## config.mk

```make
export PLATFORM = sky130hd
export DESIGN_NAME = cnn_div_24u_13u_seq
export DESIGN_NICKNAME = d
export VERILOG_FILES = /design/src/rtl/cnn_div_24u_13u_seq.sv
export SDC_FILE = /design/constraint.sdc
export NUM_CORES = 1
export LEC_CHECK = 0
export ABC_AREA = 1
export BUFFER_PORTS_ARGS = -buffer_cell sky130_fd_sc_hd__buf_2
export CAP_MARGIN = 20
export CORE_MARGIN = 2
export CORE_UTILIZATION = 35
export CTS_CLUSTER_DIAMETER = 40
export DETAILED_ROUTE_END_ITERATION = 6
export SETUP_SLACK_MARGIN = 0.1
export SLEW_MARGIN = 10
export SYNTH_ARGS = -nofsm -noshare
export SYNTH_HDL_FRONTEND = slang
export SYNTH_SLANG_ARGS = --single-unit
```

## constraint.sdc

```tcl
create_clock -name clk -period 4.9 [get_ports clk]
set_input_delay 0.98 -clock clk [delete_from_list [all_inputs] [get_ports clk]]
set_output_delay 0.98 -clock clk [all_outputs]
set_load 0.02 [all_outputs]
```

## src/rtl/cnn_div_24u_13u_seq.sv

```systemverilog
// cnn_div_24u_13u_seq: radix-2 restoring divider, saturating quotient, valid/ready on both sides, ce-gated.
module cnn_div_24u_13u_seq #(
    parameter int DIVIDEND_W = 24,
    parameter int DIVISOR_W  = 13,
    parameter int QUOT_W     = 11
) (
    input  logic                  clk,
    input  logic                  reset,
    input  logic                  ce,
    input  logic                  in_valid,
    output logic                  in_ready,
    input  logic [DIVIDEND_W-1:0] dividend,
    input  logic [DIVISOR_W-1:0]  divisor,
    output logic                  out_valid,
    input  logic                  out_ready,
    output logic [QUOT_W-1:0]     quotient,
    output logic [DIVISOR_W-1:0]  remainder,
    output logic                  ovf,
    output logic                  dbz
);
    localparam int CW = $clog2(DIVIDEND_W);
    localparam logic [1:0] IDLE = 2'd0, CALC = 2'd1, DONE = 2'd2;

    logic [1:0]            state_q, state_d;
    logic [CW-1:0]         cnt_q, cnt_d;
    logic [DIVIDEND_W-1:0] dvd_q, dvd_d;
    logic [DIVISOR_W-1:0]  dvs_q, dvs_d;
    logic [DIVISOR_W-1:0]  part_q, part_d;
    logic [DIVIDEND_W-2:0] quo_q, quo_d;
    logic [QUOT_W-1:0]     quot_q, quot_d;
    logic [DIVISOR_W-1:0]  rem_q, rem_d;
    logic                  ovf_q, ovf_d, dbz_q, dbz_d;
    logic [DIVISOR_W:0]    shifted;
    logic [DIVISOR_W-1:0]  diff;
    logic [DIVIDEND_W-1:0] qfull;
    logic                  ge, big, zero;

    // The stored partial is always below the divisor, so the subtraction result fits DIVISOR_W bits.
    always_comb begin
        shifted = {part_q, dvd_q[DIVIDEND_W-1]};
        ge      = shifted >= {1'b0, dvs_q};
        diff    = ge ? shifted[DIVISOR_W-1:0] - dvs_q : shifted[DIVISOR_W-1:0];
        qfull   = {quo_q, ge};
        big     = (qfull >> QUOT_W) != '0;
        zero    = dvs_q == '0;
        state_d = state_q;
        cnt_d   = cnt_q;
        dvd_d   = dvd_q;
        dvs_d   = dvs_q;
        part_d  = part_q;
        quo_d   = quo_q;
        quot_d  = quot_q;
        rem_d   = rem_q;
        ovf_d   = ovf_q;
        dbz_d   = dbz_q;
        case (state_q)
            IDLE: if (in_valid) begin
                state_d = CALC;
                dvd_d   = dividend;
                dvs_d   = divisor;
                part_d  = '0;
                quo_d   = '0;
                cnt_d   = CW'(DIVIDEND_W - 1);
            end
            CALC: begin
                part_d = diff;
                quo_d  = qfull[DIVIDEND_W-2:0];
                dvd_d  = dvd_q << 1;
                cnt_d  = cnt_q - 1'b1;
                if (cnt_q == '0) begin
                    state_d = DONE;
                    dbz_d   = zero;
                    ovf_d   = !zero && big;
                    quot_d  = (zero || big) ? '1 : qfull[QUOT_W-1:0];
                    rem_d   = zero ? '0 : diff;
                end
            end
            DONE: if (out_ready) state_d = IDLE;
            default: state_d = IDLE;
        endcase
    end

    always_ff @(posedge clk or posedge reset) begin
        if (reset) begin
            state_q <= IDLE;
            cnt_q   <= '0;
            dvd_q   <= '0;
            dvs_q   <= '0;
            part_q  <= '0;
            quo_q   <= '0;
            quot_q  <= '0;
            rem_q   <= '0;
            ovf_q   <= 1'b0;
            dbz_q   <= 1'b0;
        end else if (ce) begin
            state_q <= state_d;
            cnt_q   <= cnt_d;
            dvd_q   <= dvd_d;
            dvs_q   <= dvs_d;
            part_q  <= part_d;
            quo_q   <= quo_d;
            quot_q  <= quot_d;
            rem_q   <= rem_d;
            ovf_q   <= ovf_d;
            dbz_q   <= dbz_d;
        end
    end

    assign in_ready  = state_q == IDLE;
    assign out_valid = state_q == DONE;
    assign quotient  = quot_q;
    assign remainder = rem_q;
    assign ovf       = ovf_q;
    assign dbz       = dbz_q;
endmodule

```

==> results of run 1 <==
-- sequential cells by signal, summed over array words and instances (netlist names) --
register and flops:
dvs_q 13, dvd_q 24, state_q 2, cnt_q 5
remainder 13, ovf 1, quo_q 23, dbz 1
part_q 13, quotient 11
-- how the worst max path moves through the flow --
stage | start | endpoint | slack (ns) | cells past startpoint
finish | dvd_q[23] | part_q[2] | 2.45 | 14
global route | dvd_q[23] | part_q[2] | 2.17 | 14
CTS | dvd_q[23] | part_q[2] | 2.44 | 14
detailed placement | ce | cnt_q[3] | 2.17 | 9
global placement | ce | cnt_q[3] | 2.28 | 9
floorplan | reset | cnt_q[0] | 1.13 | 1
-- cells in the final DEF (no fill, tap or decap), types with 2 or more instances in the layout --
cell and n:
nand2_1 220, dfrtp_1 106, inv_1 87, buf_2 69, nand3_1 54, o21ai_0 29
nor2_1 26, o22ai_1 24, ha_1 15, a2bb2oi_1 11, clkbuf_16 9, nand4_1 7
a21oi_1 7, nor3_1 6, inv_2 5, xor2_1 4, buf_4 3, nor2_4 2
nor4_1 2, clkinv_2 2, xnor2_1 2, clkinvlp_4 2, inv_6 2
-- worst register-to-register path, delay by kind of cell (launching register included) --
kind	cells	cell delay, ns
and+or+nand+nor	8	0.83
buffers and inverters	3	0.49
DFF	1	0.36
adders and majority gates	2	0.55
AOI/OAI and AO/OA	1	0.09
-- logic make-up after synthesis --
group / Yosys count / synth area share (%)
AND/OR/NAND/NOR: 323 / 26.0
buffers and inverters: 117 / 9.20
flip-flops: 106 / 50.8
AO/OA/AOI/OAI: 77 / 9.03
adder cells (fa/ha/maj): 16 / 3.98
XOR/XNOR: 6 / 1.01
-- metal layers --
metal	part of all wire [%]	track usage [%]	vias up
met2	46	24.8	85
met5	0	0	-
met3	4.3	2.68	17
met1	48	22.7	2091
met4	2.1	6.46	0
li1	-	-	2179
-- final cells by class --
class | instances | area (um2)
Clock buffer | 10 | 229
Timing Repair Buffer | 73 | 395
Fill cell | 1519 | 8510
Inverter | 95 | 362
Sequential cell | 106 | 2650
Clock inverter | 6 | 60.1
Tap cell | 184 | 230
Multi-Input combinational cell | 422 | 2090
-- where the power goes --
part	internal, mW	total (mW)	switching, mW
Clock	0.357	0.711	0.354
Combinational	0.611	1.78	1.17
Sequential	1.16	1.34	0.179
Total	2.13	3.84	1.71
==> reports/metrics.cfg, run 1 <==
[synthesis]
ys_warn_count=0
yosysTopAreaCell=dfrtp_1
postSynthAreaPerCell_um2=8.10
synth.distinct_cells=35
synth_fp_nets=703
ys.flop_type=dfrtp_1
synth_seq_cells=106
synthTopCellsByCount=nand2_1, dfrtp_1, inv_1, nand3_1, o21ai_0
yosys-top-cells-area=dfrtp_1, nand2_1, inv_1
postSynthCellCount=645
ys_seq_area_share_pct=50.8
yosysMostFrequentCell=nand2_1
ys_async_sr_fraction_pct=100
synth_top_area_share_pct=50.8
synth_edf_count=0
syn-cell-area_um2=5230

[setup_path]
path_max_fanout=15
start_kind=register
cp_slowest_cell=fa_1
crit_family=simple AND/OR/NAND/NOR gates
path_class=register to register
crit_buf_inv=3
max_stage_delay_ns=0.40
path_cells=inv_1 -> ha_1 -> inv_1 -> fa_1 -> nand2_1 -> nand2_1 -> nand3_1 -> nand2_1 -> nand2_1 -> nand3_2 -> inv_2 -> nand2_1 -> nand3_1 -> o21ai_0
regToRegSetupSlack_ns=2.45
reg2reg_from=dvd_q[23]
arrival_ns=2.66
critPathMostFrequentCell=nand2_1
timing.rr.end=part_q[2]
cp-end-kind=register
reg2reg_depth=14
worstPathRequired_ns=5.11

[cells_and_area]
drive_gt1_share_pct=14.6
final_net_count=765
utilization_pct=41.4
syn2layout_area_growth_pct=15.2
design_area_um2=6020
stdcell_count=896
diodes=0

[grt]
grt_usage_pct=16.1
grt_pass1_vias=4140
antenna_found_initial=0
grt_overflow_total=0
grt_pass1_wl_um=20400
grt_max_degree=81

[clocking]
clockBufferDepth=2
clk_latency_ns=0.36
post_cts_buffers=0
path_clk_slew_ns=0.07
cts_max_level=3
cts_buffers=9
cts_tree=yes
hold_buffers=0
root_buffer=clkbuf_16
cts.sinks=106
post_cts_resized=0

[floorplan]
dieArea_um2=15900
design.core.area_um2=14500
die_h_um=126
rows=44
initial_utilization_pct=36.0
fp.dieW_um=126
pin_count=70

[min_path]
holdPathStages=2
min_to=dvd_q[21]
hold_path_startpoint=dvd_q[20]
worstHoldPathType=register to register

[route]
ant_nets=0
routed-via-count=4372
wire_per_inst_um=13.9
route.detailed.drc=0
dr.pass1.iters=4
routed_via_density=4.88
wirelength_um=12400
drt_iter0_markers=313

[power_and_ir_drop]
leakagePower_nw=3.21
finalPower_mw=3.84
ir_worst_vdd_mv=0.228
p_per_area_nw_per_um2=637

[place]
io_buffer_count=69
gp_congestion=0.870
dp.cells=879
dp_slack_ns=2.17
placed_cell_area_um2=5700
hpwl_um=9010

[timing]
setup_viol=0
finalWorstSetupSlack_ns=2.45
fin_hold_ws_ns=0.484
rsz0062_at_grt=false
relSlewSlack_pct=42.3
slew_violations=0
layout_worst_path_cycle_share_pct=50.1
fmax_ghz=0.408
hold_viol_final=0
fin_tns_setup_ns=0
worstMarginPinSlew_ns=0.864
fin_crit_ns=2.45
fin_skew_ns=0.00777

[status]
status=finished clean

[job]
maxCapViolCount=0

(Power assumes the default switching activity.)
==> inputs of run 2 (changes only) <==
Settings changed: ABC_AREA 1 to 0.
Clock period 4.9 ns to 2.3 ns, I/O delays scaled along.
==> run 2 against run 1 <==
The run now ends with setup timing left; synthesized cell count fell by 29%; register-to-register slack got worse by 2.5 ns; clock power is 110% higher; synthesized area decreased by 4.5%; setup slack worse by 2.5 ns; global-route usage increased by 1.8 points; flip-flop and latch count stayed put; sequential share of layout area fell by 2.9 points; critical path type unchanged; largest cell class unchanged; highest routed layer unchanged.
==> reports/metrics.cfg, run 2 <==
[timing]
slew_violations=0  ; unchanged
finalWorstSetupSlack_ns=-0.0430  ; -2.49 ns
fin_skew_ns=0.00807  ; +0.000303 ns
fmax_ghz=0.427  ; +4.7%
layout_worst_path_cycle_share_pct=102  ; +52 points
rsz0062_at_grt=true
hold_viol_final=0  ; unchanged
relSlewSlack_pct=64.5  ; +22 points
worstMarginPinSlew_ns=0.532  ; -0.332 ns
setup_viol=7  ; +7
fin_crit_ns=2.34  ; -0.110 ns

[synthesis]
ys_warn_count=0  ; unchanged
yosys-top-cells-area=dfrtp_1, a22o_1, a222oi_1
synth_top_area_share_pct=53.2  ; +2.4 points
ys.flop_type=dfrtp_1
synthTopCellsByCount=dfrtp_1, nand2_1, inv_1, o21ai_0, a22o_1
synth.distinct_cells=55  ; +57%
synth_seq_cells=106  ; unchanged
synth_xor_area_share_pct=1.93  ; +0.93 points
ys_async_sr_fraction_pct=100  ; unchanged
synthAdderAreaFrac_pct=4.16  ; +0.19 points
yosysMostFrequentCell=dfrtp_1
synth_mux_area_share_pct=2.66  ; +2.7 points
synth_fp_nets=516  ; -27%
synth_top_family_by_area=compound AO/OA/AOI/OAI gates
synthSimpleGateAreaFrac_pct=11.1  ; -15 points
ys_seq_area_share_pct=53.2  ; +2.4 points
yosysTopAreaCell=dfrtp_1
postSynthAreaPerCell_um2=10.9  ; +34%
synth_edf_count=0  ; unchanged
synth_compound_area_share_pct=21.6  ; +13 points
syn-cell-area_um2=4990  ; -4.5%
postSynthCellCount=458  ; -29%

[route]
drt_iter0_markers=234  ; -25%
route.detailed.drc=0  ; unchanged
routed-via-count=4015  ; -8.2%
wirelength_um=12800  ; +2.9%
routed_via_density=5.35  ; +9.6%
ant_nets=0  ; unchanged
wire_per_inst_um=17.1  ; +23%
dr.pass1.iters=7  ; +3

[setup_path]
cp-end-kind=register
path_class=register to register
arrival_ns=2.62  ; -0.04 ns
worstPathRequired_ns=2.58  ; -2.53 ns
start_kind=register
path_max_fanout=6  ; -9

[grt]
grt_pass1_wl_um=21100  ; +3.1%
grt_max_degree=60  ; -26%
grt_usage_pct=17.9  ; +1.8 points
grt_overflow_total=0  ; unchanged
antenna_found_initial=0  ; unchanged
grt_pass1_vias=4006  ; -3.2%

[status]
status=finished with violations
violations=setup timing

[cells_and_area]
final_cell_mix=dfrtp_1, buf_2, nand2_1, buf_4, inv_1
utilization_pct=46.5  ; +5.0 points
n_fill_cell=1303  ; -14%
multi_input_area_um2=2310  ; +10%
drive_gt1_share_pct=33.1  ; +18 points
seqCellArea_um2=2650  ; about the same
layout_commonest_cell=dfrtp_1
regMostFlops=dvd_q
final_net_count=624  ; -18%
syn2layout_area_growth_pct=29.4
reg.largest.list=dvd_q: 24 flops, quo_q: 23 flops
largest_reg_flops=24  ; unchanged
diodes=0  ; unchanged

[clocking]
cts_max_level=3  ; unchanged
clk_latency_ns=0.35  ; about the same
clockBufferDepth=2  ; unchanged
cts_tree=yes
root_buffer=clkbuf_16
hold_buffers=0  ; unchanged
cts.sinks=106  ; unchanged
path_clk_slew_ns=0.08  ; about the same
cts_buffers=9  ; unchanged

[power_and_ir_drop]
leakagePower_nw=3.19  ; -0.88%
p_per_area_nw_per_um2=1710  ; +170%
ir_worst_vdd_mv=0.620  ; +170%
finalPower_mw=11.0  ; +190%

[place]
gp_congestion=0.844  ; -2.9%
hpwl_um=8980  ; -0.32%
io_buffer_count=69  ; unchanged

[floorplan]
design.core.area_um2=13900  ; -4.5%
fp.dieW_um=123  ; -2.2%
rows=43  ; -2.3%
initial_utilization_pct=35.9  ; about the same
pin_count=70  ; unchanged
die_h_um=123  ; -2.2%
dieArea_um2=15200  ; -4.4%

[job]
maxCapViolCount=0  ; unchanged

[min_path]
worstHoldPathType=input port to asynchronous set/reset pin

## run 2: cell count changes after synthesis, sizes merged, moves of 19 or more
cell    delta
a222oi    +19
a22o      +26
inv       -56
o22ai     -24
nand3     -48
nand2    -172
## run 2: final cells by class
| type | instances | area share (%) |
|---|---|---|
| sequential | 106 | 41.1 |
| tap | 180 | 3.49 |
| clock inverter | 5 | 0.679 |
| clock buffer | 11 | 3.92 |
| timing repair buffer | 125 | 12.8 |
| inverter | 37 | 2.21 |
| multi-input combinational | 287 | 35.8 |
## run 2: timing repair
item,in CTS,in global routing
pin swaps,15,11
setup buffers,17,2
gates cloned,1,0
resized for setup,36,17
setup endpoints to repair,28,28
## run 2: metrics by stage
step | setup WS [ns] | instance area [um2] | hold slack [ns] | cells | setup TNS [ns]
after floorplan | 0.107 | 5010 | 0.450 | 458 | 0
after global placement | -0.126 | 5770 | 0.462 | 715 | -1.69
after detailed placement | -0.164 | 5770 | 0.465 | 715 | -2.35
after CTS | -0.0260 | 6360 | 0.162 | 749 | -0.0709
after global routing | -0.149 | 6450 | 0.185 | 751 | -2.56
final | -0.0430 | 6450 | 0.149 | 751 | -0.106
## run 2: where the power goes
group / total (mW) / internal (mW) / switching, mW
Combinational: 6.24 / 2.99 / 3.25
Sequential: 3.27 / 2.67 / 0.595
Clock: 1.51 / 0.807 / 0.706
## run 2: kinds of logic after synthesis
family                   Yosys count
AO/OA/AOI/OAI                    141
XOR/XNOR                          11
multiplexers                      13
buffers and inverters             66
adder cells (fa/ha/maj)           16
AND/OR/NAND/NOR                  105
flip-flops                       106
## run 2: final timing paths
| path | startpoint | to | slack [ns] | depth (start not counted) |
|---|---|---|---|---|
| max | dvd_q[23] | remainder[0] | -0.04 | 10 |
| min | reset | ovf | 0.15 | 2 |
| max reg2reg | dvd_q[23] | remainder[0] | -0.04 | 10 |
| min reg2reg | remainder[1] | remainder[1] | 0.48 | 2 |
| max in group asynchronous | reset | part_q[1] | 1.54 | 3 |
| min in group clk | divisor[10] | dvs_q[10] | 0.31 | 3 |
## run 2: layer usage
metal	up-vias	routed length (um)	track usage (%)
li1	1899	-	-
met1	1970	5810	24.8
met2	127	6010	27.9
met3	19	719	2.77
met4	0	268	7.74
met5	-	0	0
## run 2: worst max-delay path, cell delays in order, from the launching register on
cell and delay (ns):
dfrtp_1 0.39, inv_2 0.08, ha_4 0.14, inv_2 0.04, fa_2 0.37, a211oi_4 0.24
o211ai_2 0.14, a31oi_4 0.21, o21a_4 0.22, mux2_4 0.33, o21ai_2 0.12
